`src/rtl/memory_stage_if.sv`:
```
// Execute-side, data-memory and writeback signals for the memory stage.
// Vectors are big-endian numbered: bit 0 is the MSB.
interface memory_stage_if;
   logic        in_valid;
   logic        in_load;
   logic        in_store;
   logic        in_byte;
   logic        in_ubyte;
   logic        in_rwe;
   logic [0:4]  in_rd;
   logic [0:31] in_alu_out;
   logic [0:31] in_store_data;
   logic        in_ready;

   logic [0:31] mem_addr;
   logic [0:31] mem_wdata;
   logic        mem_enable;
   logic        mem_wren;
   logic        mem_byte_only;
   logic [0:1]  mem_acc_size;
   logic [0:31] mem_rdata;
   logic        mem_busy;

   logic        out_valid;
   logic        out_rwe;
   logic [0:4]  out_rd;
   logic [0:31] out_data;
   logic        err_misalign;
   logic        err_timeout;

   modport slave (
      input  in_valid, in_load, in_store, in_byte, in_ubyte, in_rwe, in_rd,
             in_alu_out, in_store_data, mem_rdata, mem_busy,
      output in_ready, mem_addr, mem_wdata, mem_enable, mem_wren, mem_byte_only,
             mem_acc_size, out_valid, out_rwe, out_rd, out_data,
             err_misalign, err_timeout
   );

   modport master (
      output in_valid, in_load, in_store, in_byte, in_ubyte, in_rwe, in_rd,
             in_alu_out, in_store_data, mem_rdata, mem_busy,
      input  in_ready, mem_addr, mem_wdata, mem_enable, mem_wren, mem_byte_only,
             mem_acc_size, out_valid, out_rwe, out_rd, out_data,
             err_misalign, err_timeout
   );
endinterface

```
`src/rtl/memory_stage.sv`:
```
// Pipeline memory stage: passes ALU results through, performs word/byte
// loads and stores against a busy-capable data memory with a bounded wait.
module memory_stage #(
   parameter int unsigned MAX_WAIT = 15
) (
   input  logic           clock,
   input  logic           reset_n,
   memory_stage_if.slave  bus
);
   localparam int unsigned WAIT_W = 4;

   typedef enum logic {S_IDLE, S_ACCESS} state_t;

   state_t              state_q,   state_d;
   logic [0:31]         addr_q,    addr_d;
   logic [0:31]         wdata_q,   wdata_d;
   logic                store_q,   store_d;
   logic                byte_q,    byte_d;
   logic                ubyte_q,   ubyte_d;
   logic                rwe_q,     rwe_d;
   logic [0:4]          rd_q,      rd_d;
   logic [WAIT_W-1:0]   wait_q,    wait_d;
   logic                ovalid_q,  ovalid_d;
   logic                orwe_q,    orwe_d;
   logic [0:4]          ord_q,     ord_d;
   logic [0:31]         odata_q,   odata_d;
   logic                emis_q,    emis_d;
   logic                eto_q,     eto_d;

   logic [0:7]          lane_byte;
   logic [0:31]         load_fmt;

   // Big-endian lane pick for byte loads, then sign or zero extension.
   always_comb begin
      lane_byte = bus.mem_rdata[0:7];
      case (addr_q[30:31])
         2'd1:    lane_byte = bus.mem_rdata[8:15];
         2'd2:    lane_byte = bus.mem_rdata[16:23];
         2'd3:    lane_byte = bus.mem_rdata[24:31];
         default: lane_byte = bus.mem_rdata[0:7];
      endcase
      if (byte_q) load_fmt = {{24{lane_byte[0] & ~ubyte_q}}, lane_byte};
      else        load_fmt = bus.mem_rdata;
   end

   always_comb begin
      state_d  = state_q;
      addr_d   = addr_q;
      wdata_d  = wdata_q;
      store_d  = store_q;
      byte_d   = byte_q;
      ubyte_d  = ubyte_q;
      rwe_d    = rwe_q;
      rd_d     = rd_q;
      wait_d   = wait_q;
      ovalid_d = 1'b0;
      orwe_d   = orwe_q;
      ord_d    = ord_q;
      odata_d  = odata_q;
      emis_d   = emis_q;
      eto_d    = eto_q;

      case (state_q)
         S_IDLE: begin
            if (bus.in_valid) begin
               if (bus.in_load || bus.in_store) begin
                  if (!bus.in_byte && (bus.in_alu_out[30:31] != 2'b00)) begin
                     emis_d   = 1'b1;
                     ovalid_d = 1'b1;
                     orwe_d   = 1'b0;
                  end else begin
                     state_d = S_ACCESS;
                     addr_d  = bus.in_alu_out;
                     wdata_d = bus.in_byte ? {4{bus.in_store_data[24:31]}}
                                           : bus.in_store_data;
                     store_d = bus.in_store;
                     byte_d  = bus.in_byte;
                     ubyte_d = bus.in_ubyte;
                     rwe_d   = bus.in_rwe;
                     rd_d    = bus.in_rd;
                     wait_d  = '0;
                  end
               end else begin
                  ovalid_d = 1'b1;
                  odata_d  = bus.in_alu_out;
                  orwe_d   = bus.in_rwe;
                  ord_d    = bus.in_rd;
               end
            end
         end
         S_ACCESS: begin
            if (!bus.mem_busy) begin
               state_d  = S_IDLE;
               ovalid_d = 1'b1;
               ord_d    = rd_q;
               if (store_q) begin
                  orwe_d = 1'b0;
               end else begin
                  orwe_d  = rwe_q;
                  odata_d = load_fmt;
               end
            end else if (wait_q == WAIT_W'(MAX_WAIT)) begin
               state_d  = S_IDLE;
               eto_d    = 1'b1;
               ovalid_d = 1'b1;
               orwe_d   = 1'b0;
            end else begin
               wait_d = WAIT_W'(wait_q + WAIT_W'(1));
            end
         end
         default: state_d = S_IDLE;
      endcase
   end

   always_ff @(posedge clock or negedge reset_n) begin
      if (!reset_n) begin
         state_q  <= S_IDLE;
         addr_q   <= '0;
         wdata_q  <= '0;
         store_q  <= 1'b0;
         byte_q   <= 1'b0;
         ubyte_q  <= 1'b0;
         rwe_q    <= 1'b0;
         rd_q     <= '0;
         wait_q   <= '0;
         ovalid_q <= 1'b0;
         orwe_q   <= 1'b0;
         ord_q    <= '0;
         odata_q  <= '0;
         emis_q   <= 1'b0;
         eto_q    <= 1'b0;
      end else begin
         state_q  <= state_d;
         addr_q   <= addr_d;
         wdata_q  <= wdata_d;
         store_q  <= store_d;
         byte_q   <= byte_d;
         ubyte_q  <= ubyte_d;
         rwe_q    <= rwe_d;
         rd_q     <= rd_d;
         wait_q   <= wait_d;
         ovalid_q <= ovalid_d;
         orwe_q   <= orwe_d;
         ord_q    <= ord_d;
         odata_q  <= odata_d;
         emis_q   <= emis_d;
         eto_q    <= eto_d;
      end
   end

   // Memory request is a pure decode of the state and latched request.
   assign bus.in_ready      = (state_q == S_IDLE);
   assign bus.mem_enable    = (state_q == S_ACCESS);
   assign bus.mem_wren      = (state_q == S_ACCESS) && store_q;
   assign bus.mem_byte_only = (state_q == S_ACCESS) && byte_q;
   assign bus.mem_acc_size  = 2'b00;
   assign bus.mem_addr      = addr_q;
   assign bus.mem_wdata     = wdata_q;
   assign bus.out_valid     = ovalid_q;
   assign bus.out_rwe       = orwe_q;
   assign bus.out_rd        = ord_q;
   assign bus.out_data      = odata_q;
   assign bus.err_misalign  = emis_q;
   assign bus.err_timeout   = eto_q;
endmodule

```
`src/flat_wrapper.sv`:
```
// flat-port wrapper written by rule: the top's interface ports become plain ports
module memory_stage_flat 
#(
   parameter int unsigned MAX_WAIT = 15
)
  (clock, reset_n, bus_in_valid, bus_in_load, bus_in_store, bus_in_byte, bus_in_ubyte, bus_in_rwe, bus_in_rd, bus_in_alu_out, bus_in_store_data, bus_mem_rdata, bus_mem_busy, bus_in_ready, bus_mem_addr, bus_mem_wdata, bus_mem_enable, bus_mem_wren, bus_mem_byte_only, bus_mem_acc_size, bus_out_valid, bus_out_rwe, bus_out_rd, bus_out_data, bus_err_misalign, bus_err_timeout);
  memory_stage_if bus_i ();
  input  logic clock;
  input  logic reset_n;
  input wire logic [$bits(bus_i.in_valid)-1:0] bus_in_valid;
  input wire logic [$bits(bus_i.in_load)-1:0] bus_in_load;
  input wire logic [$bits(bus_i.in_store)-1:0] bus_in_store;
  input wire logic [$bits(bus_i.in_byte)-1:0] bus_in_byte;
  input wire logic [$bits(bus_i.in_ubyte)-1:0] bus_in_ubyte;
  input wire logic [$bits(bus_i.in_rwe)-1:0] bus_in_rwe;
  input wire logic [$bits(bus_i.in_rd)-1:0] bus_in_rd;
  input wire logic [$bits(bus_i.in_alu_out)-1:0] bus_in_alu_out;
  input wire logic [$bits(bus_i.in_store_data)-1:0] bus_in_store_data;
  input wire logic [$bits(bus_i.mem_rdata)-1:0] bus_mem_rdata;
  input wire logic [$bits(bus_i.mem_busy)-1:0] bus_mem_busy;
  output wire logic [$bits(bus_i.in_ready)-1:0] bus_in_ready;
  output wire logic [$bits(bus_i.mem_addr)-1:0] bus_mem_addr;
  output wire logic [$bits(bus_i.mem_wdata)-1:0] bus_mem_wdata;
  output wire logic [$bits(bus_i.mem_enable)-1:0] bus_mem_enable;
  output wire logic [$bits(bus_i.mem_wren)-1:0] bus_mem_wren;
  output wire logic [$bits(bus_i.mem_byte_only)-1:0] bus_mem_byte_only;
  output wire logic [$bits(bus_i.mem_acc_size)-1:0] bus_mem_acc_size;
  output wire logic [$bits(bus_i.out_valid)-1:0] bus_out_valid;
  output wire logic [$bits(bus_i.out_rwe)-1:0] bus_out_rwe;
  output wire logic [$bits(bus_i.out_rd)-1:0] bus_out_rd;
  output wire logic [$bits(bus_i.out_data)-1:0] bus_out_data;
  output wire logic [$bits(bus_i.err_misalign)-1:0] bus_err_misalign;
  output wire logic [$bits(bus_i.err_timeout)-1:0] bus_err_timeout;
  assign bus_i.in_valid = bus_in_valid;
  assign bus_i.in_load = bus_in_load;
  assign bus_i.in_store = bus_in_store;
  assign bus_i.in_byte = bus_in_byte;
  assign bus_i.in_ubyte = bus_in_ubyte;
  assign bus_i.in_rwe = bus_in_rwe;
  assign bus_i.in_rd = bus_in_rd;
  assign bus_i.in_alu_out = bus_in_alu_out;
  assign bus_i.in_store_data = bus_in_store_data;
  assign bus_i.mem_rdata = bus_mem_rdata;
  assign bus_i.mem_busy = bus_mem_busy;
  assign bus_in_ready = bus_i.in_ready;
  assign bus_mem_addr = bus_i.mem_addr;
  assign bus_mem_wdata = bus_i.mem_wdata;
  assign bus_mem_enable = bus_i.mem_enable;
  assign bus_mem_wren = bus_i.mem_wren;
  assign bus_mem_byte_only = bus_i.mem_byte_only;
  assign bus_mem_acc_size = bus_i.mem_acc_size;
  assign bus_out_valid = bus_i.out_valid;
  assign bus_out_rwe = bus_i.out_rwe;
  assign bus_out_rd = bus_i.out_rd;
  assign bus_out_data = bus_i.out_data;
  assign bus_err_misalign = bus_i.err_misalign;
  assign bus_err_timeout = bus_i.err_timeout;
  memory_stage #(.MAX_WAIT(MAX_WAIT)) u_core (.clock(clock), .reset_n(reset_n), .bus(bus_i));
endmodule
```
`config.mk`:
```
export PLATFORM = sky130hd
export DESIGN_NAME = memory_stage_flat
export DESIGN_NICKNAME = d
export VERILOG_FILES = /design/src/rtl/memory_stage_if.sv /design/src/rtl/memory_stage.sv /design/src/flat_wrapper.sv
export SDC_FILE = /design/constraint.sdc
export NUM_CORES = 1
export LEC_CHECK = 0
export ABC_AREA = 0
export CORE_ASPECT_RATIO = 0.8
export CORE_UTILIZATION = 44
export DETAILED_ROUTE_END_ITERATION = 12
export GPL_TIMING_DRIVEN = 0
export MAX_ROUTING_LAYER = met4
export PLACE_DENSITY_LB_ADDON = 0.3
export SLEW_MARGIN = 15
export SYNTH_ARGS = -nofsm -noshare
export SYNTH_HDL_FRONTEND = slang
export SYNTH_SLANG_ARGS = --single-unit
```
`constraint.sdc`:
```
create_clock -name clock -period 1.9 [get_ports clock]
set_input_delay 0.19 -clock clock [delete_from_list [all_inputs] [get_ports clock]]
set_output_delay 0.19 -clock clock [all_outputs]
set_load 0.005 [all_outputs]
```
==> results of run 1 <==
[kinds of logic after synthesis]
kind of cell	synth area share (%)
and+or+nand+nor	12.8
DFF	53.7
muxes	17.7
AOI/OAI and AO/OA	11.5
buffers and inverters	3.86
adders and majority gates	0.225
other	0.0676
xor gates and xnor gates	0.158
[synthesized netlist by cell type, drive strengths merged (2+ instances only)]
cell type	count	area [um^2]
dfrtp	119	2980
mux2	50	563
nand2	41	154
o21ai	38	190
mux2i	37	370
nor2	34	130
a211oi	26	265
buf	25	159
nor3	25	125
nand2b	24	150
clkbuf	9	43.8
a21oi	6	33.8
nand3	6	35.0
o221ai	6	52.6
and2	3	18.8
inv	3	11.3
nor3b	3	33.8
o21bai	3	26.3
a21boi	2	26.3
mux4	2	48.8
nor2b	2	12.5
or2	2	12.5
[flip-flops by register name (all words and copies together) (netlist names)]
signal	count
u_core.rd_q	5
u_core.bus.out_data	32
u_core.rwe_q	1
u_core.wait_q	4
u_core.bus.out_rwe	1
u_core.bus.err_timeout	1
u_core.bus.out_valid	1
u_core.ubyte_q	1
u_core.bus.mem_addr	32
u_core.bus.mem_enable	1
u_core.bus.err_misalign	1
u_core.byte_q	1
u_core.store_q	1
u_core.bus.mem_wdata	32
u_core.bus.out_rd	5
[area by class of cell]
type | instances | share of cell area [%]
flip-flops and latches | 119 | 34.6
multi-input cells | 322 | 27.4
repair buffers | 220 | 25.7
clock buffers | 22 | 5.50
plain buffers | 34 | 2.67
well taps | 171 | 2.48
clock inverters | 10 | 1.45
inverters | 3 | 0.174
[metrics by stage]
stage	instances	setup WS [ps]	setup TNS (ps)	area, um^2
final	901	72.5	0	8620
after detailed placement	867	-188	-8320	7970
after global placement	866	-3900	-470020	7940
after floorplan	478	307	0	5550
after CTS	901	27.6	0	8610
after global routing	901	3.26	0	8620
[worst register-to-register path: stages (launching register included)]
cell and delay (ps):
dfrtp_1 480, mux4_2 590, a21boi_4 280, buf_4 260, a211oi_1 90
[layer usage]
| metal | share of wire (%) | global-route usage, % |
|---|---|---|
| met3 | 6.8 | 6.75 |
| met5 | 0 | - |
| met2 | 48 | 44.4 |
| met4 | 2.6 | 11.9 |
| met1 | 43 | 36.4 |
[worst max path at each step]
stage | start | endpoint | slack, ps | depth (start not counted)
detailed placement | u_core.bus.mem_enable$_DFF_PN0_ | bus_mem_wren | -190 | 4
floorplan | u_core.bus.mem_addr[31]$_DFFE_PN0P_ | u_core.bus.out_data[14]$_DFFE_PN0P_ | 310 | 4
CTS | u_core.bus.mem_enable$_DFF_PN0_ | bus_in_ready | 30 | 3
finish | u_core.bus.mem_addr[31]$_DFFE_PN0P_ | u_core.bus.out_data[8]$_DFFE_PN0P_ | 70 | 4
global route | u_core.bus.mem_addr[31]$_DFFE_PN0P_ | u_core.bus.out_data[8]$_DFFE_PN0P_ | 3 | 4
global placement | reset_n | u_core.bus.out_rd[3]$_DFFE_PN0P_ | -3900 | 1
[power groups by stage]
stage                     Sequential, W  Clock [W]  Combinational, W
final                           0.00378    0.00326           0.00347
after global routing            0.00387    0.00342           0.00372
after CTS                       0.00377    0.00330           0.00348
after detailed placement        0.00380          0           0.00343
after global placement          0.00376          0           0.00334
after floorplan                 0.00380          0           0.00124
[repair_timing]
item                                    CTS  global route
endpoints found under the setup margin    3            22
hold endpoints to repair                 47             0
hold buffers                              1             0
pin swaps                                 0             1
resized for setup                         8             2
setup buffers                             1             0
==> summary.txt, run 1 <==
Outcome
  – Run status: complete, no violations

Clock tree
  – Number of CTS-inserted buffers: 17
  – Clock Pin Slew Worst Setup and Hold Paths: 50 ps
  – Max Root-Sink Buffers: 2
  – Clk sink count: 119
  – CTS tree: done
  – CTS H-Tree Depth: 4
  – Root buffer selected by CTS: clkbuf_16
  – Worst-skew pair later-pin latency: 420 ps

Global routing
  – Number of global-route vias before repair: 4883
  – Total track usage: 28.7%
  – Antenna violations before repair: 0
  – First-pass GRT wire length: 26900 um
  – Grt total ovfl: 0
  – Pin count of the biggest net entering global routing: 73

Final layout
  – P&R area growth vs syn: 55.4%
  – Area of the multi-input gates: 0.00237 mm^2
  – Fin util: 70.4%
  – Filler cells: 908
  – ANT cells: 0
  – Nets@finish: 828
  – Share of cells above drive strength 1: a little under a fifth
  – FF/Latch Area: 0.00298 mm^2
  – Commonest non-fill, non-tap cells in the layout: 215 x clkdlybuf4s50_1, 118 x dfrtp_1, 50 x mux2_2, 41 x nand2_1, 38 x o21ai_0
  – Most common cell after layout, fill and taps aside: clkdlybuf4s50_1

Critical path
  – Critical path's slowest cell: mux4_2
  – Critical path peak fanout: 10
  – Worst r2r path cells: 4
  – CP required: 2190 ps
  – CP Capture Type: register
  – CP startpoint kind: register
  – Worst EP arrival: about 2100 ps
  – Largest stage delay on the critical path: between 500 and 600 ps
  – FF-to-FF setup slack: 70 ps
  – WS Path Type: reg2reg
  – Worst reg2reg path endpoint: u_core.bus.out_data[8]$_DFFE_PN0P_
  – WP buf/inv: 1
  – Worst-path cell chain: mux4_2, a21boi_4, buf_4, a211oi_1
  – Reg-to-reg startpoint: u_core.bus.mem_addr[31]$_DFFE_PN0P_
  – CP top delay family: multiplexers

Placement
  – PortBufs: 217
  – RD Place Congestion: 0.862
  – Final HPWL DP: roughly 13000 um

Drt
  – Via density: roughly 5.4
  – 1st-iter DRT viols: 382
  – Post-DRT Antenna Nets: 0
  – Residual DRC count: 0
  – Router iterations before antenna repair: 5
  – Vias: 4854
  – Drt wl/cell: about 19 um
  – Final WL: 17600 um

Floorplanning
  – Die height: 102 um
  – Initial Util: ~45%
  – Chip width: around 130 um
  – Die ar.: 0.0131 mm^2
  – Num ports: about 220
  – Core area: 0.0123 mm^2
  – Row count: 36

Power and ir drop
  – Pwr/cell area: 1220 mW/mm^2
  – Pleak: 3.65 nW
  – Maximum VDD drop: 0.658 mV
  – Register share of total power: 35.9%
  – Psw: 0.00291 W
  – Internal: approximately 0.0076 W
  – Sw Share: 27.7%
  – Comb power frac: roughly a third
  – Clock share of power: 31.1%
  – Power Total: roughly 0.011 W

Timing
  – RSZ-0062 raised after global routing: no
  – Final setup fails: 0
  – Min cycle time layout: 1830 ps
  – Worst slew margin: 65.1%
  – Final period util: 96.2%
  – Slew @ Worst Pin: between 500 and 600 ps
  – Slew Limit Fails: 0
  – Hold Fails Final Rpt: 0
  – Skew final: 6.61 ps
  – Hold WS: 192 ps
  – Max Clk Rate: 547 MHz

Job
  – Max_cap viols: 0

Logic synthesis
  – Cells after Synth: 477
  – Cell Area, Synth: between 0.005 and 0.006 mm^2
  – Distinct cells, synth: 45
  – EDFF count, synth: 0
  – Seq/Total Area, Yosys: 53.7%
  – Seq cells post-synth: 119
  – Predominant post-synthesis flop cell: dfrtp_1
  – FFs w/ async S/R, synth: 100%
  – Mean Syn Cell Area: 11.6 um^2
  – Yosys warns: 0

Min path
  – Hold path depth: 3
  – Hold Path End: u_core.bus.mem_wdata[15]$_DFFE_PN0P_
  – Min-delay src: bus_in_byte
  – HP Class: in2reg
Note: power is estimated with default switching activity, not from simulation.
==> run 2: changes to the inputs <==
- CORE_UTILIZATION: 44 -> 40
==> run 2 against run 1 <==
  * Sequential cell count unchanged
  * Sequential power hardly changed
  * Hold slack improved by 13 ps
  * Critical path type unchanged
  * Critical endpoint is now u_core.bus.out_data[15]$_DFFE_PN0P_
  * Largest power group unchanged
==> summary.txt, run 2 (synthesis results as in run 1) <==
Timing
  – RSZ-0062 raised after global routing: no
  – Slew Limit Fails: 0 (unchanged)
  – Skew final: 9.39 ps (+2.78 ps)
  – Final setup fails: 0 (unchanged)
  – Max Clk Rate: 543 MHz (-0.79%)
  – Min cycle time layout: 1840 ps (+14.5 ps)
  – Hold Fails Final Rpt: 0 (unchanged)
  – Final period util: 96.9% (+0.76 points)

Critical path
  – Largest stage delay on the critical path: 380 ps (-210 ps)
  – Worst EP arrival: 2130 ps (about the same)
  – Critical path's slowest cell: nor3b_4
  – Worst-path cell chain: buf_4, nor3b_4, buf_4, a21boi_4, clkbuf_8, a211oi_2
  – CP required: 2190 ps (about the same)
  – CP startpoint kind: register
  – CP top delay family: buffers and inverters
  – WP buf/inv: 3 (+2)
  – CP Capture Type: register
  – Most common cell on crit path: buf_4
  – Critical path peak fanout: 10 (unchanged)
  – WS Path Type: reg2reg

Power and ir drop
  – Maximum VDD drop: 0.639 mV (-2.8%)
  – Pleak: 3.69 nW (+1.1%)
  – Power Total: 0.0107 W (+1.8%)
  – Pwr/cell area: 1230 mW/mm^2 (+0.73%)

Drt
  – Residual DRC count: 0 (unchanged)
  – Post-DRT Antenna Nets: 0 (unchanged)
  – Final WL: 17600 um (about the same)
  – 1st-iter DRT viols: 343 (-10%)
  – Drt wl/cell: 19.2 um (-1.6%)
  – Router iterations before antenna repair: 5 (unchanged)
  – Vias: 4801 (-1.1%)
  – Via density: 5.24 (-2.7%)

Final layout
  – Share of cells above drive strength 1: 18.9% (+0.39 points)
  – Commonest non-fill, non-tap cells in the layout: 215 x clkdlybuf4s50_1, 118 x dfrtp_1, 50 x mux2_2, 41 x nand2_1, 38 x o21ai_0
  – ANT cells: 0 (unchanged)
  – Fin util: 64.3% (-6.1 points)
  – Nets@finish: 834 (+0.72%)
  – FF/Latch Area: 0.00298 mm^2 (unchanged)
  – Area of the multi-input gates: 0.00237 mm^2 (+0.21%)
  – Filler cells: 1079 (+19%)
  – Most common cell after layout, fill and taps aside: clkdlybuf4s50_1
  – P&R area growth vs syn: 56.9%

Placement
  – Final HPWL DP: 13200 um (+2.2%)
  – PortBufs: 217 (unchanged)
  – RD Place Congestion: 0.826 (-4.1%)

Global routing
  – Antenna violations before repair: 0 (unchanged)
  – First-pass GRT wire length: 27200 um (+1.1%)
  – Pin count of the biggest net entering global routing: 73 (unchanged)
  – Grt total ovfl: 0 (unchanged)
  – Total track usage: 26.0% (-2.7 points)
  – Number of global-route vias before repair: 4925 (+0.86%)

Floorplanning
  – Num ports: 221 (unchanged)
  – Die height: 107 um (+4.8%)
  – Die ar.: 0.0144 mm^2 (+9.8%)
  – Core area: 0.0136 mm^2 (+11%)
  – Initial Util: 41.0% (-4.3 points)
  – Chip width: 134 um (+4.8%)
  – Row count: 38 (+5.6%)

Clock tree
  – CTS tree: done
  – Clock Pin Slew Worst Setup and Hold Paths: 60 ps (about the same)
  – CTS H-Tree Depth: 4 (unchanged)
  – Clk sink count: 119 (unchanged)
  – Worst-skew pair later-pin latency: 410 ps (about the same)
  – Max Root-Sink Buffers: 2 (unchanged)
  – Root buffer selected by CTS: clkbuf_16
  – Number of CTS-inserted buffers: 17 (unchanged)

Min path
  – HP Class: in2reg

Job
  – Max_cap viols: 0 (unchanged)

Outcome
  – Run status: complete, no violations
[run 2: changes by cell type in the layout (fill, tap and decap cells not counted), sizes merged]
cell / delta
buf: +6
inv: +1
clkinvlp: -1
clkbuf: +2
bufinv: +1
clkinv: -3
[run 2: per-stage QoR]
stage / setup slack [ps] / hold slack [ps] / cell area, um^2 / std cells / setup TNS (ps)
after floorplan: 307 / -106 / 5550 / 478 / 0
after global placement: -3950 / 464 / 7950 / 875 / -475030
after detailed placement: -197 / 161 / 7980 / 876 / -8600
after CTS: 6.24 / 198 / 8670 / 913 / 0
after global routing: 12.2 / 200 / 8710 / 916 / 0
final: 58.1 / 205 / 8710 / 916 / 0
[run 2: cell type report]
cell class                 instances  area share (%)
sequential                       119            34.2
clock inverter                     8            1.65
multi-input combinational        322            27.2
tap                              180            2.59
timing repair buffer             226            26.0
buffer                            34            2.69
clock buffer                      24            5.53
inverter                           3           0.129
[run 2: power by group]
group	leakage, nW	switching, W	internal, W
combinational	1.97	0.00133	0.00215
clock	0.308	0.00112	0.00230
sequential	1.42	0.000476	0.00331
total	3.69	0.00293	0.00776
[run 2: final timing paths]
kind,startpoint,end,slack [ps],cells past startpoint
worst max-delay path,u_core.bus.mem_enable$_DFF_PN0_,u_core.bus.out_data[15]$_DFFE_PN0P_,60,6
worst min-delay path,bus_in_byte,u_core.bus.mem_wdata[13]$_DFFE_PN0P_,200,3
worst max register to register,u_core.bus.mem_enable$_DFF_PN0_,u_core.bus.out_data[15]$_DFFE_PN0P_,60,6
worst min register to register,u_core.bus.out_rd[2]$_DFFE_PN0P_,u_core.bus.out_rd[2]$_DFFE_PN0P_,480,2
max in group asynchronous,reset_n,u_core.bus.mem_enable$_DFF_PN0_,880,3
min in group asynchronous,reset_n,u_core.bus.mem_addr[10]$_DFFE_PN0P_,280,2
[run 2: per-layer routing]
| metal | wire length, um | part of all wire, % | GRT usage (%) |
|---|---|---|---|
| met1 | 7600 | 43 | 32.7 |
| met2 | 8480 | 48 | 41.1 |
| met3 | 1150 | 6.6 | 5.98 |
| met4 | 337 | 1.9 | 9.90 |
| met5 | 0 | 0 | - |
[run 2: repair_timing]
action	4_1_cts	5_1_grt
hold buffers	1	0
endpoints found under the setup margin	3	17
pin swaps	0	1
setup buffers	4	3
gates cloned	0	0
resized for setup	8	3
hold endpoints to repair	47	0
[run 2: worst min-delay path, stage by stage]
cell     delay (ps)
buf_4           160
mux2i_1          90
o21ai_0         130
==> run 3: changes to the inputs <==
- PLACE_DENSITY: not set -> 0.85
- PLACE_DENSITY_LB_ADDON: 0.3 -> not set
==> run 3 against run 2 <==
  * Design area is 0.37% higher
  * Count of clock-buffer cells in the layout stayed put
  * Critical path type is now reg2out
  * Combinational power hardly changed
  * Clock skew is 3.3 ps lower
==> summary.txt, run 3 (synthesis results as in run 1) <==
Outcome
  – Run status: complete, no violations

Drt
  – Router iterations before antenna repair: 4 (-1)
  – Residual DRC count: 0 (unchanged)
  – Via density: 5.24 (about the same)
  – Final WL: 18000 um (+2.3%)
  – Drt wl/cell: 19.7 um (+2.8%)
  – Post-DRT Antenna Nets: 0 (unchanged)
  – Vias: 4783 (-0.37%)
  – 1st-iter DRT viols: 223 (-35%)

Clock tree
  – Root buffer selected by CTS: clkbuf_16
  – Number of CTS-inserted buffers: 17 (unchanged)
  – CTS tree: done
  – Worst-skew pair later-pin latency: 410 ps (about the same)
  – Max Root-Sink Buffers: 2 (unchanged)
  – Clk sink count: 119 (unchanged)
  – CTS H-Tree Depth: 4 (unchanged)
  – Clock Pin Slew Worst Setup and Hold Paths: 60 ps (about the same)

Placement
  – DP Worst Slack: -225 ps (-27.4 ps)
  – PortBufs: 217 (unchanged)
  – RD Place Congestion: 0.904 (+9.4%)
  – Placed Instances: 876 (unchanged)
  – Final HPWL DP: 13400 um (+1.7%)

Global routing
  – Met2 GRT Util: 43.8% (+2.7 points)
  – First-pass GRT wire length: 27900 um (+2.6%)
  – Number of global-route vias before repair: 5102 (+3.6%)
  – Grt total ovfl: 0 (unchanged)
  – Total track usage: 26.9% (+0.89 points)
  – GRT Max-Usage Layer: met2
  – GR Util met1: 31.9% (-0.75 points)
  – Grt met3 use: 7.67% (+1.7 points)
  – Pin count of the biggest net entering global routing: 84 (+15%)
  – Antenna violations before repair: 0 (unchanged)

Power and ir drop
  – Maximum VDD drop: 0.705 mV (+10%)
  – Pleak: 3.70 nW (about the same)
  – Pwr/cell area: 1260 mW/mm^2 (+2.7%)

Timing
  – Max Clk Rate: 554 MHz (+2.0%)
  – RSZ-0062 raised after global routing: no
  – Final period util: 95.1% (-1.9 points)
  – Slew Limit Fails: 0 (unchanged)
  – Fin worst setup slack: 93.9 ps (+35.8 ps)
  – Skew final: 6.07 ps (-3.32 ps)
  – Min cycle time layout: 1810 ps (-35.8 ps)
  – Hold Fails Final Rpt: 0 (unchanged)
  – Hold WS: 206 ps (+1.26 ps)
  – Final setup fails: 0 (unchanged)

Floorplanning
  – Num ports: 221 (unchanged)
  – Row count: 38 (unchanged)
  – Core area: 0.0136 mm^2 (unchanged)
  – Die height: 107 um (unchanged)
  – Chip width: 134 um (unchanged)
  – Die ar.: 0.0144 mm^2 (unchanged)
  – Initial Util: 41.0% (unchanged)

Critical path
  – CP Capture Type: output port
  – Worst EP arrival: 1620 ps (-510 ps)
  – WS Path Type: reg2out
  – FF-to-FF setup slack: 100 ps (+40 ps)
  – CP required: 1710 ps (-480 ps)
  – Critical path peak fanout: 10 (unchanged)
  – CP startpoint kind: register

Final layout
  – Share of cells above drive strength 1: 19.0% (+0.10 points)
  – Nets@finish: 830 (-0.48%)
  – Most common cell after layout, fill and taps aside: clkdlybuf4s50_1
  – Final non-filler cell total: 912 (-0.44%)
  – Commonest non-fill, non-tap cells in the layout: 215 x clkdlybuf4s50_1, 117 x dfrtp_1, 50 x mux2_2, 41 x nand2_1, 38 x o21ai_0
  – Fin util: 64.5% (+0.24 points)
  – P&R area growth vs syn: 57.5%
  – ANT cells: 0 (unchanged)

Job
  – Max_cap viols: 0 (unchanged)

Min path
  – HP Class: in2reg
-- run 3: metal layers --
| layer | vias to the layer above | wire length (um) |
|---|---|---|
| li1 | 2171 | - |
| met1 | 2377 | 7590 |
| met2 | 206 | 8790 |
| met3 | 29 | 1210 |
| met4 | 0 | 390 |
| met5 | - | 0 |
-- run 3: area by class of cell --
type	count	area, um^2
fillers	1026	4810
inverters	3	15.0
multi-input cells	322	2380
flip-flops and latches	119	2980
well taps	180	225
repair buffers	222	2230
clock inverters	8	190
plain buffers	34	230
clock buffers	24	492
-- run 3: stage by stage --
stage / total power [W] / area (um^2) / TNS (ps)
2_1_floorplan: 0.00505 / 5550 / 0
3_3_place_gp: 0.00711 / 7950 / -465180
3_5_place_dp: 0.00727 / 7980 / -8960
4_1_cts: 0.0111 / 8710 / 0
5_1_grt: 0.0115 / 8740 / 0
6_report: 0.0110 / 8740 / 0
-- run 3: repair_timing --
| action | in CTS | in global routing |
|---|---|---|
| resized for setup | 9 | 4 |
| pin swaps | 0 | 1 |
| setup endpoints to repair | 3 | 18 |
| buffers inserted | 1 | 2 |
| hold endpoints to repair | 36 | 0 |
| hold buffers | 1 | 0 |
-- run 3: final timing paths --
| path | from | endpoint | cells past startpoint |
|---|---|---|---|
| max | u_core.bus.mem_enable$_DFF_PN0_ | bus_mem_byte_only | 3 |
| min | bus_in_byte | u_core.bus.mem_wdata[11]$_DFFE_PN0P_ | 3 |
| max reg2reg | u_core.bus.mem_enable$_DFF_PN0_ | u_core.bus.out_data[7]$_DFFE_PN0P_ | 7 |
| min reg2reg | u_core.bus.err_misalign$_DFFE_PN0P_ | u_core.bus.err_misalign$_DFFE_PN0P_ | 1 |
| max in group asynchronous | reset_n | u_core.bus.mem_addr[31]$_DFFE_PN0P_ | 3 |
| min in group asynchronous | reset_n | u_core.bus.mem_addr[18]$_DFFE_PN0P_ | 2 |
-- run 3: worst max-delay path, cell delays in order, from the launching register on --
cell	delay, ps
dfrtp_2	370
buf_6	160
and2_1	160
clkdlybuf4s50_1	520
-- run 3: power breakdown --
group	switching (W)	internal (W)
Sequential	0.000488	0.00332
Clock	0.00115	0.00260
Combinational	0.00134	0.00214
Total	0.00297	0.00805
